File: src/rtl/sync_fifo_param.sv
// sync_fifo_param: single-clock synchronous FIFO with configurable width and depth.
// Provides an occupancy count, almost-full/almost-empty thresholds, a registered
// read port with a valid strobe, and overflow/underflow error pulses.
// Every output is registered.
//
// Ports:
//   clk          rising-edge clock
//   reset        synchronous, active-high reset
//   wr, wr_data  write request and the data sampled with it
//   rd           read request
//   rd_data      registered read data; holds its value when rd_valid is low
//   rd_valid     rd_data carries a word popped on the previous edge
//   full, empty  count == DEPTH, count == 0
//   almost_full  count >= AF_THRESH
//   almost_empty count <= AE_THRESH
//   count        current occupancy, 0..DEPTH
//   overflow     one-cycle pulse: a write was rejected because the FIFO was full
//   underflow    one-cycle pulse: a read was rejected because the FIFO was empty
module sync_fifo_param #(
    parameter int unsigned DATA_W    = 8,
    parameter int unsigned DEPTH     = 16,
    parameter int unsigned AF_THRESH = 14,
    parameter int unsigned AE_THRESH = 2,
    localparam int unsigned AW       = $clog2(DEPTH),
    localparam int unsigned CW       = AW + 1
) (
    input  logic              clk,
    input  logic              reset,
    input  logic              wr,
    input  logic [DATA_W-1:0] wr_data,
    input  logic              rd,
    output logic [DATA_W-1:0] rd_data,
    output logic              rd_valid,
    output logic              full,
    output logic              empty,
    output logic              almost_full,
    output logic              almost_empty,
    output logic [CW-1:0]     count,
    output logic              overflow,
    output logic              underflow
);

    logic [DATA_W-1:0] mem [DEPTH];

    logic [AW-1:0]     wr_ptr_q, rd_ptr_q;
    logic [CW-1:0]     count_q, count_d;
    logic              full_q, empty_q, almost_full_q, almost_empty_q;
    logic              full_d, empty_d, almost_full_d, almost_empty_d;
    logic [DATA_W-1:0] rd_data_q;
    logic              rd_valid_q, overflow_q, underflow_q;
    logic              wr_acc, rd_acc;

    // Acceptance uses the registered flags, so a simultaneous write and read on an
    // empty FIFO never falls through, and a write on a full FIFO is always refused.
    always_comb begin
        wr_acc = wr & ~full_q;
        rd_acc = rd & ~empty_q;

        count_d = count_q;
        unique case ({wr_acc, rd_acc})
            2'b10:   count_d = count_q + CW'(1);
            2'b01:   count_d = count_q - CW'(1);
            default: count_d = count_q;
        endcase

        // Flags are computed from the next count so that they change on the same edge
        // as count instead of one cycle later.
        full_d         = (count_d == CW'(DEPTH));
        empty_d        = (count_d == '0);
        almost_full_d  = (count_d >= CW'(AF_THRESH));
        almost_empty_d = (count_d <= CW'(AE_THRESH));
    end

    // The storage array is not reset; it holds stale data until it is overwritten.
    always_ff @(posedge clk) begin
        if (!reset && wr_acc) begin
            mem[wr_ptr_q] <= wr_data;
        end
    end

    always_ff @(posedge clk) begin
        if (reset) begin
            wr_ptr_q       <= '0;
            rd_ptr_q       <= '0;
            count_q        <= '0;
            full_q         <= 1'b0;
            empty_q        <= 1'b1;
            almost_full_q  <= 1'b0;
            almost_empty_q <= 1'b1;
            rd_data_q      <= '0;
            rd_valid_q     <= 1'b0;
            overflow_q     <= 1'b0;
            underflow_q    <= 1'b0;
        end else begin
            if (wr_acc) begin
                wr_ptr_q <= wr_ptr_q + AW'(1);
            end
            if (rd_acc) begin
                rd_data_q <= mem[rd_ptr_q];
                rd_ptr_q  <= rd_ptr_q + AW'(1);
            end
            rd_valid_q     <= rd_acc;
            count_q        <= count_d;
            full_q         <= full_d;
            empty_q        <= empty_d;
            almost_full_q  <= almost_full_d;
            almost_empty_q <= almost_empty_d;
            overflow_q     <= wr & full_q;
            underflow_q    <= rd & empty_q;
        end
    end

    assign rd_data      = rd_data_q;
    assign rd_valid     = rd_valid_q;
    assign full         = full_q;
    assign empty        = empty_q;
    assign almost_full  = almost_full_q;
    assign almost_empty = almost_empty_q;
    assign count        = count_q;
    assign overflow     = overflow_q;
    assign underflow    = underflow_q;

endmodule

File: config.mk
export PLATFORM = sky130hd
export DESIGN_NAME = sync_fifo_param
export DESIGN_NICKNAME = d
export VERILOG_FILES = /design/src/rtl/sync_fifo_param.sv
export SDC_FILE = /design/constraint.sdc
export NUM_CORES = 1
export LEC_CHECK = 0
export CAP_MARGIN = 20
export CORE_MARGIN = 5
export CORE_UTILIZATION = 30
export DETAILED_ROUTE_END_ITERATION = 10
export PLACE_DENSITY_LB_ADDON = 0.15
export SLEW_MARGIN = 20
export SYNTH_ARGS = -nofsm -noshare
export SYNTH_HDL_FRONTEND = slang
export SYNTH_SLANG_ARGS = --single-unit
export TNS_END_PERCENT = 20
File: constraint.sdc
create_clock -name clk -period 2.6 [get_ports clk]
set_input_delay 0.26 -clock clk [delete_from_list [all_inputs] [get_ports clk]]
set_output_delay 0.26 -clock clk [all_outputs]
set_load 0.05 [all_outputs]
---- Word level (Yosys, flattened, before mapping) ----
Memories as Yosys holds them, arrays and structs flattened. A register that Yosys moved wholly into a read port is not among the register bits.
Index checks and enable logic that the tools add are counted.
storage, ports and cells
  input bits .............................. 12
  output and inout port bits .............. 20
  bits in registers ....................... 20
  bits in writable memories ............... 128
  memories ................................ 1
operators by class
  bitwise operators ....................... 6
  equality and inequality tests ........... 3
  $lt $le $gt $ge ......................... 2
  muxes and demuxes ....................... 3
  reductions and logical operators ........ 3
  add/sub/neg operators ................... 4
memory list
  name  depth  width  read ports  clocked after memory_dff  wr ports  line  text
  mem   16     8      1           1                         1         43    logic [DATA_W-1:0] mem [DEPTH];
operator list
  cell                                                                               count
  5-bit one-hot mux with 2 select lines                                              1
  4-bit by 1-bit adder with 4-bit output (second input constant)                     2
  5-bit by 1-bit adder with 5-bit output (second input constant)                     1
  5-bit equality test (second input constant)                                        1
  5-bit by 4-bit >= comparator with 1-bit output (second input constant)             1
  5-bit by 2-bit less-or-equal comparator with 1-bit output (second input constant)  1
  5-bit zero test                                                                    1
  5-bit by 1-bit subtractor with 5-bit output (second input constant)                1
  1-bit bitwise AND                                                                  4
  2-bit by 1-bit equality test with 1-bit output (second input constant)             1
  2-bit equality test (second input constant)                                        1
  1-bit 2-to-1 mux                                                                   2
  1-bit inverter                                                                     2
  1-bit logical AND                                                                  1
  1-bit zero test                                                                    1

---- Depth between registers and ports, before layout ----
Gate-level depths: netlist of run 1.
  depth in word-level cells ............... 5
  mapped depth ............................ 11

---- Worst setup path after synthesis of run 1 ----
No wires, ideal clock.
  kind .................................... flip-flop to flip-flop
  start point ............................. reg full_q, in the netlist full
  end point ............................... reg full_q, in the netlist full
  data arrival time ....................... 2393 ps
  required time ........................... 2483 ps
  library setup time ...................... 117 ps
  clock period less this slack ............ 2510 ps
  path slack .............................. 90 ps
  stages on the path, launching flop included .. 12
  buffers on the path ..................... 1
  cells stage by stage .................... dfxtp_1 > nor2b_2 > buf_6 > inv_4 > nand2_4 > xnor2_1 > ha_1 > nor3b_1 > a31oi_1 > a221oi_2 > xnor2_1 > and4bb_1
on the way
  cells in the longest elaborated chain, start to end .. 5
  elaborated cells between the ends (all ways) .. 6
  classes of those cells .................. eq/ne (3); mux (1); bitwise (2)
ends and longest elaborated chain
  item                                                                                   line  text
  start, declared                                                                        47    logic full_q, empty_q, almost_full_q, almost_empty_q;
  start signal, assigned                                                                 104   full_q <= full_d;
  1-bit inverter (*)                                                                     56    wr_acc = wr & ~full_q;
  1-bit bitwise AND (*)                                                                  56
  2-bit by 1-bit equality test with 1-bit output or 2-bit equality test (tied branches)  60    unique case ({wr_acc, rd_acc})
  5-bit one-hot mux with 2 select lines (*)                                              60
  5-bit equality test (*)                                                                68    full_d = (count_d == CW'(DEPTH));
Every way passes the cells marked *; elsewhere a longest branch is shown, timed or not.
A chain may end at the register's enable or synchronous reset.

---- Worst setup path after layout of run 1 ----
Same ends and word-level chain as after synthesis.

==> results of run 1 <==
-- cell type report --
cell class	count	area [sq um]
inverters	8	32.5
flip-flops and latches	156	4410
multi-input cells	178	1640
clock inverters	15	136
repair buffers	66	598
well taps	270	338
fillers	1900	12700
clock buffers	17	425
-- worst max-delay path by stage --
stage	cells after the start	slack [ps]	end	startpoint
global route	10	50	full	full
detailed placement	11	-150	full	wr
floorplan	11	90	full	full
global placement	11	-50	full	wr
finish	10	290	full	full
CTS	10	290	full	full
-- power breakdown --
part           internal (mW)  switching, mW
Clock                   1.33           1.06
Combinational          0.609          0.800
Sequential              2.81         0.0747
-- kinds of logic after synthesis --
kind of cell / after synthesis / synth area share
AOI/OAI and AO/OA: 50 / 0.0546
xor gates and xnor gates: 12 / 0.0192
adders and majority gates: 7 / 0.0142
buffers and inverters: 30 / 0.0221
DFF: 156 / 0.712
muxes: 33 / 0.118
and+or+nand+nor: 76 / 0.0595
-- layer usage --
layer / GRT usage / vias to the layer above
met4: 0.0353 / 0
met2: 0.190 / 33
met1: 0.163 / 1678
met5: 0 / -
li1: - / 1539
met3: 0.0326 / 17
-- flip-flops by register name, summed over array words and instances (netlist names), 4 cells and up --
signal / flops
count: 5
mem: 128
rd_data: 8
rd_ptr_q: 4
wr_ptr_q: 4
-- worst reg2reg max path: stages (launching register included) --
cell and delay [ps]:
dfxtp_1 330, nor2b_2 190, inv_4 50, nand2_4 70
xnor2_1 110, ha_1 250, nor3b_1 240, a31oi_1 140
a221oi_2 310, xnor2_1 250, and4bb_1 260
-- placed cells by master (no fill, tap or decap), types with 2 or more instances in the layout --
| cell type | count |
|---|---|
| nor2b_1 | 3 |
| clkbuf_16 | 17 |
| ha_1 | 7 |
| a21oi_1 | 21 |
| edfxtp_1 | 128 |
| clkdlybuf4s50_1 | 31 |
| a22oi_1 | 16 |
| clkinv_1 | 3 |
| mux4_2 | 32 |
| inv_6 | 5 |
| nor2_1 | 37 |
| nand4_1 | 2 |
| clkinv_4 | 2 |
| buf_4 | 33 |
| buf_12 | 2 |
| o22ai_1 | 2 |
| nand2b_1 | 2 |
| dfxtp_1 | 27 |
| xor2_1 | 6 |
| inv_1 | 6 |
| nand2_1 | 15 |
| nor3_1 | 7 |
| clkinvlp_4 | 3 |
| xnor2_1 | 5 |
==> summary.txt, run 1 <==
Timing
  • RSZ-0062 raised after global routing: false
  • Tmin final: 2310 ps
  • Sum Neg Setup Slack: 0 ps
  • Clock Skews: 8.50 ps
  • Maximum clock frequency: around 430 MHz
  • Final Max Slew Viols: 0
  • Tightest Pin Transition: 611 ps
  • Final Cycle Share: 0.890
  • Hold WS: between 300 and 400 ps
  • Final Worst Setup Slack: around 290 ps
  • Setup-failing EPs final: 0
  • Slew headroom: 0.591
  • Hold Vio Cnt, Final: 0

Yosys
  • Leading cell types by count after synthesis: 128 x edfxtp_1, 37 x nor2_1, 32 x mux4_2
  • Yosys top cell area share: 0.622
  • Post-synthesis sequential area ratio: 0.712
  • Syn_nets: 383
  • Synth Register Bits: roughly 160
  • Post-synth EDFFs: 128
  • Mapped Area: slightly above 6000 sq um
  • Most used DFF post-synth: edfxtp_1
  • Syn Area/Cell: roughly 17 sq um
  • Synthesized instance count: about 360
  • Post-synth cell types: 46
  • Count leader, synth: edfxtp_1
  • Ys Warns: 0
  • Synth async-reset ratio: 0
  • Cell taking the most area after synthesis: edfxtp_1
  • Top cells by area, synth: edfxtp_1 62%, mux4_2 12%, dfxtp_1 9.1%, nor2_1 2.2%, a22oi_1 1.9%

Clocking
  • CTS tree: built
  • Post-CTS Setup Bufs: 0
  • Root Driver: clkbuf_16
  • Hold-fix buffers at CTS: 0
  • Inserted Clock Buffers: 17
  • H-tree levels: 4
  • Clk pin slew, worst setup/hold paths: approximately 60 ps
  • Clk buf depth: 2
  • Clock net sink count: 156
  • Post-CTS sizing: 0
  • Clk_lat worst skew: about 430 ps

Detailed routing
  • Routed Antenna Nets: 0
  • Post-DR vias/cell: between 4 and 5
  • Met3 wire length: 347 microns
  • WL final: between 10 and 15 mm
  • Top layer in use: met4
  • Metal2 WL: around 6.5 mm
  • TritonRoute pass-1 iters: 5
  • Starting DRC count in detailed routing: 183
  • Via count: between 3,000 and 4,000
  • WL/cell: between 15 and 20 microns
  • # DRC: 0
  • Post-Route M1 WL: about 6.4 mm

Floorplan
  • Core Rows: 52
  • Die width: 154 microns
  • Core ar.: about 20,000 sq um
  • Die area: around 24,000 sq um
  • I/O pin count: 32
  • Die Height: approximately 150 microns
  • Starting Density: 0.306

Critical path
  • Reg2Reg Depth: 10
  • Slowest stage cell, crit path: dfxtp_1
  • CP max stage delay: between 300 and 400 ps
  • Critical path's top delay family: simple AND/OR/NAND/NOR gates
  • Worst path bufs/invs: 1
  • Critical Path RT: 2920 ps
  • Critical Path AT: between 2000 and 3000 ps
  • Crit-path cells: nor2b_2, inv_4, nand2_4, xnor2_1, ha_1, nor3b_1, a31oi_1, a221oi_2, xnor2_1, and4bb_1
  • Top cell by count, worst path: xnor2_1
  • FF-to-FF End: full
  • Startpoint Class: flop
  • FF-to-FF Start: full
  • CP Max Fanout: 5
  • R2R Setup Slk: between 200 and 300 ps
  • Worst setup EP type: flop
  • Worst setup path category: reg2reg

Placed design
  • Port Buffers: 31
  • Placed inst area: around 7000 sq um
  • Placed Instances: just under 700
  • Post-DP HPWL: 8.91 mm
  • Worst slack, placed: -147 ps
  • GP Congestion: about 0.74

GRT
  • Tot GR Track Use: 0.120
  • Pin count of the biggest net entering global routing: 36
  • First-pass GRT wire length: 21.2 mm
  • Gr ovfl total: 0
  • Initial antenna violation count: 0
  • Vias in the first global route: about 3,500

Power and ir drop
  • Cell Pwr Density: just under 900 nW/um^2
  • Overall power: 6.68 mW
  • Static Leak: roughly 2.5 nW
  • VDD IR max: 0.414 mV

Worst hold path
  • Worst Hold End: overflow
  • Min-delay src: wr
  • Worst Hold Class: in2reg
  • WHS Path Cells: 3

Finish
  • Ant. Diodes: 0
  • Layout cells sized above 1: 0.239
  • Final #Nets: between 400 and 500
  • Post-route cell area: roughly 7600 sq um
  • Final Util: 0.375
  • Synthesis-to-finish area growth: 22.6%
  • Fin cells: a little over 700

Flow run
  • Max-Cap Viols: 0

Run status
  • Status: finished clean
No activity file was read; power rests on OpenSTA's default activity.
==> run 2, diff against run 1 <==
--- a/config.mk
+++ b/config.mk
@@ -8,6 +8,7 @@
 export CAP_MARGIN = 20
 export CORE_MARGIN = 5
 export CORE_UTILIZATION = 30
+export CTS_CLUSTER_DIAMETER = 30
 export DETAILED_ROUTE_END_ITERATION = 10
 export PLACE_DENSITY_LB_ADDON = 0.15
 export SLEW_MARGIN = 20
==> results of run 2 <==
Final layout, timing and power as in run 1 (identical DEF).
